===== config.mk =====
export PLATFORM = sky130hd
export DESIGN_NAME = sound_arbiter
export DESIGN_NICKNAME = d
export VERILOG_FILES = /design/src/rtl/sound_pkg.sv /design/src/rtl/sound_arbiter_tone_gen.sv /design/src/rtl/sound_arbiter.sv
export SDC_FILE = /design/constraint.sdc
export NUM_CORES = 1
export LEC_CHECK = 0
export CORE_ASPECT_RATIO = 0.7
export CORE_UTILIZATION = 30
export CTS_CLUSTER_DIAMETER = 40
export DETAILED_ROUTE_END_ITERATION = 16
export HOLD_SLACK_MARGIN = 0.08
export PLACE_DENSITY_LB_ADDON = 0.2
export SLEW_MARGIN = 10
export SYNTH_ARGS = -nofsm -noshare
export SYNTH_HDL_FRONTEND = slang
export SYNTH_SLANG_ARGS = --single-unit

===== constraint.sdc =====
create_clock -name clk -period 4.3 [get_ports clk]
set_input_delay 1.075 -clock clk [delete_from_list [all_inputs] [get_ports clk]]
set_output_delay 1.075 -clock clk [all_outputs]
set_load 0.005 [all_outputs]

===== src/rtl/sound_pkg.sv =====
// Shared types and constants for the buzzer arbiter.
// No logic; pure definitions.
// No flow control.
package sound_pkg;

    localparam int HALF_W = 16;
    localparam int MS_W   = 8;

    localparam logic [1:0] SRC_WALL  = 2'd0;
    localparam logic [1:0] SRC_PAD   = 2'd1;
    localparam logic [1:0] SRC_POWER = 2'd2;
    localparam logic [1:0] SRC_LOSS  = 2'd3;

    typedef enum logic [1:0] {
        IDLE = 2'd0,
        TONE = 2'd1,
        GAP  = 2'd2
    } state_t;

    // Fixed priority: loss > power > pad > wall (pending bit index == source code)
    function automatic logic [1:0] pick_src(input logic [3:0] pend);
        if (pend[SRC_LOSS])       return SRC_LOSS;
        else if (pend[SRC_POWER]) return SRC_POWER;
        else if (pend[SRC_PAD])   return SRC_PAD;
        else                      return SRC_WALL;
    endfunction

endpackage


===== src/rtl/sound_arbiter_tone_gen.sv =====
// Square-wave generator: toggles its output every `half` cycles while run is high.
// First toggle lands `half` cycles after run rises; clears on the edge run is low.
// No backpressure; run=0 holds the output low and the counter at zero.
module tone_gen
    import sound_pkg::*;
(
    input  logic              clk,
    input  logic              rst_n,
    input  logic              run,
    input  logic [HALF_W-1:0] half,
    output logic              wave
);

    logic [HALF_W-1:0] cnt;

    // Half-period counter; the wave flips each time the counter wraps
    always_ff @(posedge clk or negedge rst_n) begin
        if (!rst_n) begin
            cnt  <= '0;
            wave <= 1'b0;
        end else if (!run) begin
            cnt  <= '0;
            wave <= 1'b0;
        end else if (cnt == half - 1'b1) begin
            cnt  <= '0;
            wave <= ~wave;
        end else begin
            cnt <= cnt + 1'b1;
        end
    end

endmodule


===== src/rtl/sound_arbiter.sv =====
// Buzzer arbiter: latches one-shot audio requests, plays them by priority as tone+gap bursts.
// Request sampled at edge n is granted at edge n+1; tone/gap lengths counted in tick_ms pulses.
// No backpressure: repeated requests of a pending source merge; a loss preempts any other source.
module sound_arbiter
    import sound_pkg::*;
#(
    parameter logic [HALF_W-1:0] PAD_HALF   = 16'd1500,
    parameter logic [HALF_W-1:0] WALL_HALF  = 16'd3000,
    parameter logic [HALF_W-1:0] POWER_HALF = 16'd1000,
    parameter logic [HALF_W-1:0] LOSS1_HALF = 16'd4000,
    parameter logic [HALF_W-1:0] LOSS2_HALF = 16'd6000,
    parameter logic [MS_W-1:0]   TONE_MS    = 8'd60,
    parameter logic [MS_W-1:0]   GAP_MS     = 8'd20
) (
    input  logic       clk,
    input  logic       rst_n,
    input  logic       tick_ms,
    input  logic       mute,
    input  logic       req_pad,
    input  logic       req_wall,
    input  logic       req_power,
    input  logic       req_loss,
    output logic       buzzer,
    output logic       busy,
    output logic [1:0] cur_src
);

    state_t            state;
    logic [3:0]        pend;
    logic [HALF_W-1:0] half_q;
    logic [MS_W-1:0]   ms_cnt;
    logic              second_note;

    logic [3:0]        req_vec;
    logic [1:0]        win;
    logic [HALF_W-1:0] win_half;
    logic [3:0]        clr;
    logic              preempt;
    logic              grant;
    logic              tone_end;
    logic              gap_end;
    logic              run;
    logic              wave;

    assign req_vec = {req_loss, req_power, req_pad, req_wall};

    // Winner selection, grant/preempt decisions and tone-generator enable
    always_comb begin
        win      = pick_src(pend);
        win_half = WALL_HALF;
        case (win)
            SRC_LOSS:  win_half = LOSS1_HALF;
            SRC_POWER: win_half = POWER_HALF;
            SRC_PAD:   win_half = PAD_HALF;
            default:   win_half = WALL_HALF;
        endcase
        // When preempting, pend[SRC_LOSS] is set so win is always the loss source
        preempt  = (state != IDLE) && pend[SRC_LOSS] && (cur_src != SRC_LOSS);
        grant    = ((state == IDLE) && (|pend)) || preempt;
        clr      = 4'b0000;
        if (grant) clr[win] = 1'b1;
        tone_end = (state == TONE) && tick_ms && (ms_cnt == TONE_MS - 8'd1);
        gap_end  = (state == GAP) &&
                   ((GAP_MS == 8'd0) || (tick_ms && (ms_cnt == GAP_MS - 8'd1)));
        // Drop run on the leaving edge so the wave is already low when GAP/next tone starts
        run      = (state == TONE) && !tone_end && !preempt;
    end

    // Pending bits and the IDLE/TONE/GAP sequencer
    always_ff @(posedge clk or negedge rst_n) begin
        if (!rst_n) begin
            state       <= IDLE;
            pend        <= 4'b0000;
            cur_src     <= SRC_WALL;
            half_q      <= '0;
            ms_cnt      <= '0;
            second_note <= 1'b0;
        end else begin
            // A request on the granting edge re-sets the bit (set beats clear)
            pend <= (pend & ~clr) | req_vec;
            if (grant) begin
                state       <= TONE;
                cur_src     <= win;
                half_q      <= win_half;
                ms_cnt      <= '0;
                second_note <= (win == SRC_LOSS);
            end else begin
                case (state)
                    TONE: begin
                        if (tone_end) begin
                            state  <= GAP;
                            ms_cnt <= '0;
                        end else if (tick_ms) begin
                            ms_cnt <= ms_cnt + 1'b1;
                        end
                    end
                    GAP: begin
                        if (gap_end) begin
                            ms_cnt <= '0;
                            if (second_note) begin
                                state       <= TONE;
                                half_q      <= LOSS2_HALF;
                                second_note <= 1'b0;
                            end else begin
                                state <= IDLE;
                            end
                        end else if (tick_ms) begin
                            ms_cnt <= ms_cnt + 1'b1;
                        end
                    end
                    default: state <= IDLE;
                endcase
            end
        end
    end

    tone_gen u_tone_gen (
        .clk   (clk),
        .rst_n (rst_n),
        .run   (run),
        .half  (half_q),
        .wave  (wave)
    );

    assign buzzer = wave & ~mute;
    assign busy   = (state != IDLE);

endmodule


# After elaboration in Yosys (flattened, before gate mapping)
# Index checks and enable logic that the tools add are counted.
word_totals:
  ff_bits: 50
classes:
  eq_ne: 12
  muxes: 28
  n_bitwise: 6
  n_addsub: 3
  n_reduce_logical: 23
  magnitude_cmp: 2
op_table:
  columns: ["cell", "count"]
  rows:
  - ["$mux W16", 6]
  - ["$pmux W12 S3", 1]
  - ["$mux W8", 4]
  - ["$add A16 B1 Y16 const B", 1]
  - ["$eq A16 B16 Y1", 1]
  - ["$pmux W8 S2", 1]
  - ["$sub A16 B1 Y16 const B", 1]
  - ["$logic_and A1 B1 Y1", 10]
  - ["$mux W2", 5]
  - ["$add A8 B1 Y8 const B", 1]
  - ["$eq A8 B5 Y1 const B", 1]
  - ["$eq A8 B6 Y1 const B", 1]
  - ["$mux W1", 8]
  - ["$reduce_bool A2 Y1", 4]
  - ["$eq A2 B2 Y1 const B", 3]
  - ["$ne A3 B3 Y1 const B", 2]
  - ["$and A4 B4 Y4", 1]
  - ["$eq A2 B1 Y1 const B", 2]
  - ["$mux W4", 1]
  - ["$ne A2 B2 Y1 const B", 2]
  - ["$not A4 Y4", 1]
  - ["$or A4 B4 Y4", 1]
  - ["$pmux W2 S2", 1]
  - ["$reduce_and A2 Y1", 2]
  - ["11 further kinds", 13]

# Longest topological paths before layout
logic_depth:
  ltp_word: 11
  mapped_depth: 9
  ltp_nobuf: 8

# Cells and area by module
# From an unflattened synthesis, not the netlist that was laid out.
hier_totals:
  cells_unflattened: 309
  area_unflattened_um2: 2860.2
modules_own_cells:
  columns: ["module", "area_each_um2", "seq_area_each_um2", "cells_per_inst", "n_inst"]
  rows:
  - ["tone_gen", 1443.9, 425.4, 173, 1]
  - ["sound_arbiter", 1416.4, 675.6, 136, 1]

# Worst setup path before layout
# No wires, ideal clock.
synth_path:
  path_kind: "input to register"
  startpoint: "in tick_ms"
  endpoint: "reg ms_cnt[1]"
  t_required_ns: 4.178
  t_arrival_ns: 2.239
  path_slack_ns: 1.940
  stages: 5
  path_cell_list: "and3b_1 > a41oi_1 > o211ai_1 > inv_1 > a32o_1"
synth_between:
  elab_chain_len: 5
synth_rtl:
  columns: ["item", "line_no", "rtl"]
  rows:
  - ["start: declaration", "sound_arbiter.sv:17", "input logic tick_ms,"]
  - ["$logic_and A1 B1 Y1, on equally long branches", "sound_arbiter.sv:64, sound_arbiter.sv:62", null]
  - ["$logic_and A1 B1 Y1, on equally long branches", "sound_arbiter.sv:63, sound_arbiter.sv:62", null]
  - ["$mux W8, on equally long branches", "sound_arbiter.sv:98, sound_arbiter.sv:90", null]
  - ["$pmux W8 S2 *", "sound_arbiter.sv:88", "case (state)"]
  - ["$mux W8 *", "sound_arbiter.sv:81", "if (grant) begin"]
  - ["end signal: assignment", "sound_arbiter.sv:94", "ms_cnt <= ms_cnt + 1'b1;"]
  - ["end signal: assignment", "sound_arbiter.sv:108", "ms_cnt <= ms_cnt + 1'b1;"]
  - ["end: declaration", "sound_arbiter.sv:31", "logic [MS_W-1:0] ms_cnt;"]
# Mark *: on every way between the ends. The rest lies on a longest branch, timed or not.
# A chain may end at the register's enable or synchronous reset.

# Final worst setup path
layout_path:
  startpoint: "in mute"
  endpoint: "out buzzer"
layout_between:
  elab_chain_len: 2
layout_rtl:
  columns: ["item", "line_no", "rtl"]
  rows:
  - ["start: declaration", "sound_arbiter.sv:18", "input logic mute,"]
  - ["$not A1 Y1", "sound_arbiter.sv:125", "assign buzzer = wave & ~mute;"]
  - ["$and A1 B1 Y1", "sound_arbiter.sv:125", null]
  - ["end: declaration", "sound_arbiter.sv:23", "output logic buzzer,"]
# Every way passes these cells.

==> results.md <==
- Post-synthesis simple-gate area fraction: 0.2379
- Xor/xnor share of the synthesized area: 0.09641
- Area after DPL: 0.002784 mm²
- TNS Setup: 0 ns
- Tightest Pin Transition: 1.011 ns
- Largest net degree at the start of global routing: 45
- Synth Flop Type: dfrtp_1
- P_leak: 1.216 nW
- Post-synthesis cell count: 274
- Post-DR vias/cell: 5.090
- Worst endpoint data arrival time: 2.07 ns
- Met3 Use GR: 0.03493
- Clock latency on the worst-skew pair: 0.29 ns
- Reg2Reg Setup Slack: 1.59 ns
- Delay-heaviest family, CP: buffers and inverters
- Status: complete, no violations
- Synth Area in Adders: 0.05814
- Synth Warn #: 0
- Filler cell count: 857
- WP data required: 3.22 ns
- Cell Area, Synth: 0.002582 mm²
- Non-Filler Instances: 388
- Slowest CP cell: clkdlybuf4s50_1
- Root buf cell: clkbuf_16
- DRC viols: 0
- Syn Area/Cell: 9.425 µm²
- Fin. max-slew vios: 0
- Num ports: 12
- First-pass GRT wire length: 9908 µm
- Clock sinks: 44
- Hold Startpoint: pend[0]
- WL final: 5473 µm
- Final nets: 306
- Hold Crit Class: flop to flop
- Syn nets: 294
- Cell count of the worst reg-to-reg path: 8
- CTS H-tree lvls: 2
- EDFF count, synth: 0
- Min Tclk post-route: 3.142 ns
- GRT Total Usage: 0.1421
- Die W: 112.9 µm
- Finished Cell Area: 0.002934 mm²
- Fraction of layout cells with a size suffix above 1: 0.08014
- Post-DP HPWL: 3952 µm
- Final setup viols: 0
- Endpoint class of the critical path: primary output
- CP Max Fanout: 1
- Die Ht: 79.63 µm
- CTS tree: done
- Max_cap viols: 0
- Max IR drop VDD: 165.5 µV
- Clock Path Buffers: 2
- Post-CTS resize count: 0
- CP Class: input pin to primary output
- Most frequent CP cell: clkdlybuf4s50_1
- Vias in the first global route: 1976
- Final Core Density: 0.3619
- Tcrit/Tclk final: 0.7306
- Row cnt: 27
- Critical Path Stages: 3
- Pre-Repair DR Iteration Count: 4
- Initial antenna violation count: 0
- IO buf count: 11
- Detailed Route Iter0 Violations: 118
- Placed Instances: 380
- Total congestion overflow: 0
- Post-CTS setup buffers: 0
- CP startpoint: mute
- Relative slew slack: 0.3258
- Met2 GRT Util: 0.1957
- Final Hold Vio Count: 0
- Register bit total from synthesis: 44
- Largest family of logic cells by synthesized area: simple AND/OR/NAND/NOR gates
- FF-to-FF Start: half_q[2]
- Worst path cell trace: clkdlybuf4s50_1 -> nor2b_1 -> clkdlybuf4s50_1
- CP Launch Type: input pin
- Reg clk slew, reported paths: 0.06 ns
- WP buf/inv: 2
- Busiest grt layer: met1
- Register area share after synthesis: 0.4264
- Antenna-violating nets left: 0
- Global Route met1 Usage: 0.2113
- Critical path destination: buzzer
- Worst R2R End: u_tone_gen.cnt[7]
- Synth cell types: 54
- Syn-to-layout area delta: 13.61%
- Average wire per standard cell: 14.11 µm
- RD Place Congestion: 0.7489
- PD cells: 534.1 mW/mm²
- # diodes: 0
- Clock Skew: 0.007401 ns
- Hold_buf cts: 0
- TritonCTS Buffers: 5
- Initial Utilization: 0.3185
- Max incr delay on CP: 0.50 ns
- Compound-Gate Fraction of Synth Area: 0.1357
- Post-synthesis mux area share: 0.01211
- Die Area: 0.008989 mm²
- DR vias: 1975
- Ys async rst share: 1.000
- RSZ-0062 raised after global routing: false
- Maximum clock rate: 318.3 MHz
- Core Footprint: 0.008108 mm²
==> cells in the mapped netlist, drive strengths merged (2+ instances only) <==
library cell	n	area, µm²
nor2	33	126.4
nand4b	2	17.52
buf	2	18.77
o31ai	4	43.79
nand4	8	56.30
a21o	3	22.52
dfrtp	44	1101
inv	13	48.80
and2	2	12.51
nor3b	2	20.02
clkbuf	5	18.77
o211ai	2	20.02
xnor2	10	87.58
a21oi	7	35.03
nor3	6	41.29
and3	5	31.28
nand2	33	123.9
mux2i	2	20.02
or3	3	18.77
nor4	2	12.51
o21a	4	30.03
nand3	9	45.04
a32o	2	20.02
xor2	15	138.9
and4	2	17.52
or2	3	18.77
o22ai	2	12.51
nor2b	3	18.77
nor4b	2	17.52
ha	12	150.1
a221o	2	21.27
o21ai	17	85.08
==> kinds of logic (layout without fill, tap and decap cells) <==
kind of cell,after synthesis,after routing
compound gates,50,50
fa+ha+maj,12,12
simple gates,119,119
xor+xnor,26,26
mux,3,3
buf+inv,20,33
flops,44,44
==> worst register-to-register path, delay by kind of cell (launching register included) <==
| kind | cells | cell delay (ns) |
|---|---|---|
| AOI/OAI and AO/OA | 2 | 0.75 |
| buffers and inverters | 1 | 0.10 |
| and+or+nand+nor | 4 | 1.08 |
| DFF | 1 | 0.43 |
| adders and majority gates | 1 | 0.19 |
==> metrics by stage <==
step                hold WS (ns)  worst slack [ns]  power [mW]
floorplan                 0.4463             1.940       1.013
global placement          0.4809             1.121       1.176
detailed placement        0.4873             1.032       1.181
CTS                       0.4959             1.156       1.589
global route              0.5158             1.069       1.702
finish                    0.4930             1.158       1.567
==> routing by layer <==
metal / up-vias / share of wire / routed length [µm]
li1: 983 / - / -
met3: 8 / 0.057 / 314
met1: 946 / 0.55 / 3003
met4: 0 / 0.015 / 82
met2: 38 / 0.38 / 2072
met5: - / 0 / 0
==> power breakdown <==
group / internal (mW) / total (mW) / switching [mW]
Clock: 0.232 / 0.396 / 0.164
Combinational: 0.240 / 0.603 / 0.363
Sequential: 0.485 / 0.568 / 0.0833
==> registers in the layout, indices dropped and copies added, names as in the netlist <==
signal,flops
u_tone_gen.cnt,16
pend,4
half_q,10
second_note,1
cur_src,2
ms_cnt,8
u_tone_gen.wave,1
state,2
==> worst min-delay path by stage <==
| stage | to | slack, ns | depth (start not counted) |
|---|---|---|---|
| after floorplan | ms_cnt[7] | 0.45 | 1 |
| after global placement | pend[0] | 0.48 | 1 |
| after detailed placement | ms_cnt[7] | 0.49 | 1 |
| after CTS | ms_cnt[7] | 0.50 | 1 |
| after global routing | pend[0] | 0.52 | 1 |
| final | pend[0] | 0.49 | 1 |
==> cells in the final DEF, fill, tap and decap left out, types with 3 or more instances in the layout <==
master	Yosys	final
nor2b_1	3	3
inv_1	13	13
clkdlybuf4s50_1	0	10
ha_1	12	12
o21ai_0	17	17
nand2_1	33	33
dfrtp_1	44	44
a21oi_1	7	7
o21a_1	4	4
or3_1	3	3
a21o_1	3	3
nand4_1	7	7
nor2_1	32	32
nor3_1	5	5
or2_2	3	3
xor2_1	14	14
and3_1	5	5
xnor2_1	10	10
nand3_1	9	9
clkbuf_16	0	5
o31ai_1	3	3
==> final cells by class <==
class | instances | area (µm²) | area share
multi-input combinational | 210 | 1395 | 0.4755
sequential | 44 | 1101 | 0.3753
clock buffer | 7 | 142.6 | 0.04861
tap | 101 | 126.4 | 0.04307
timing repair buffer | 12 | 112.6 | 0.03838
inverter | 13 | 48.80 | 0.01663
clock inverter | 1 | 7.507 | 0.002559
Power figures use the tool's default switching activity.
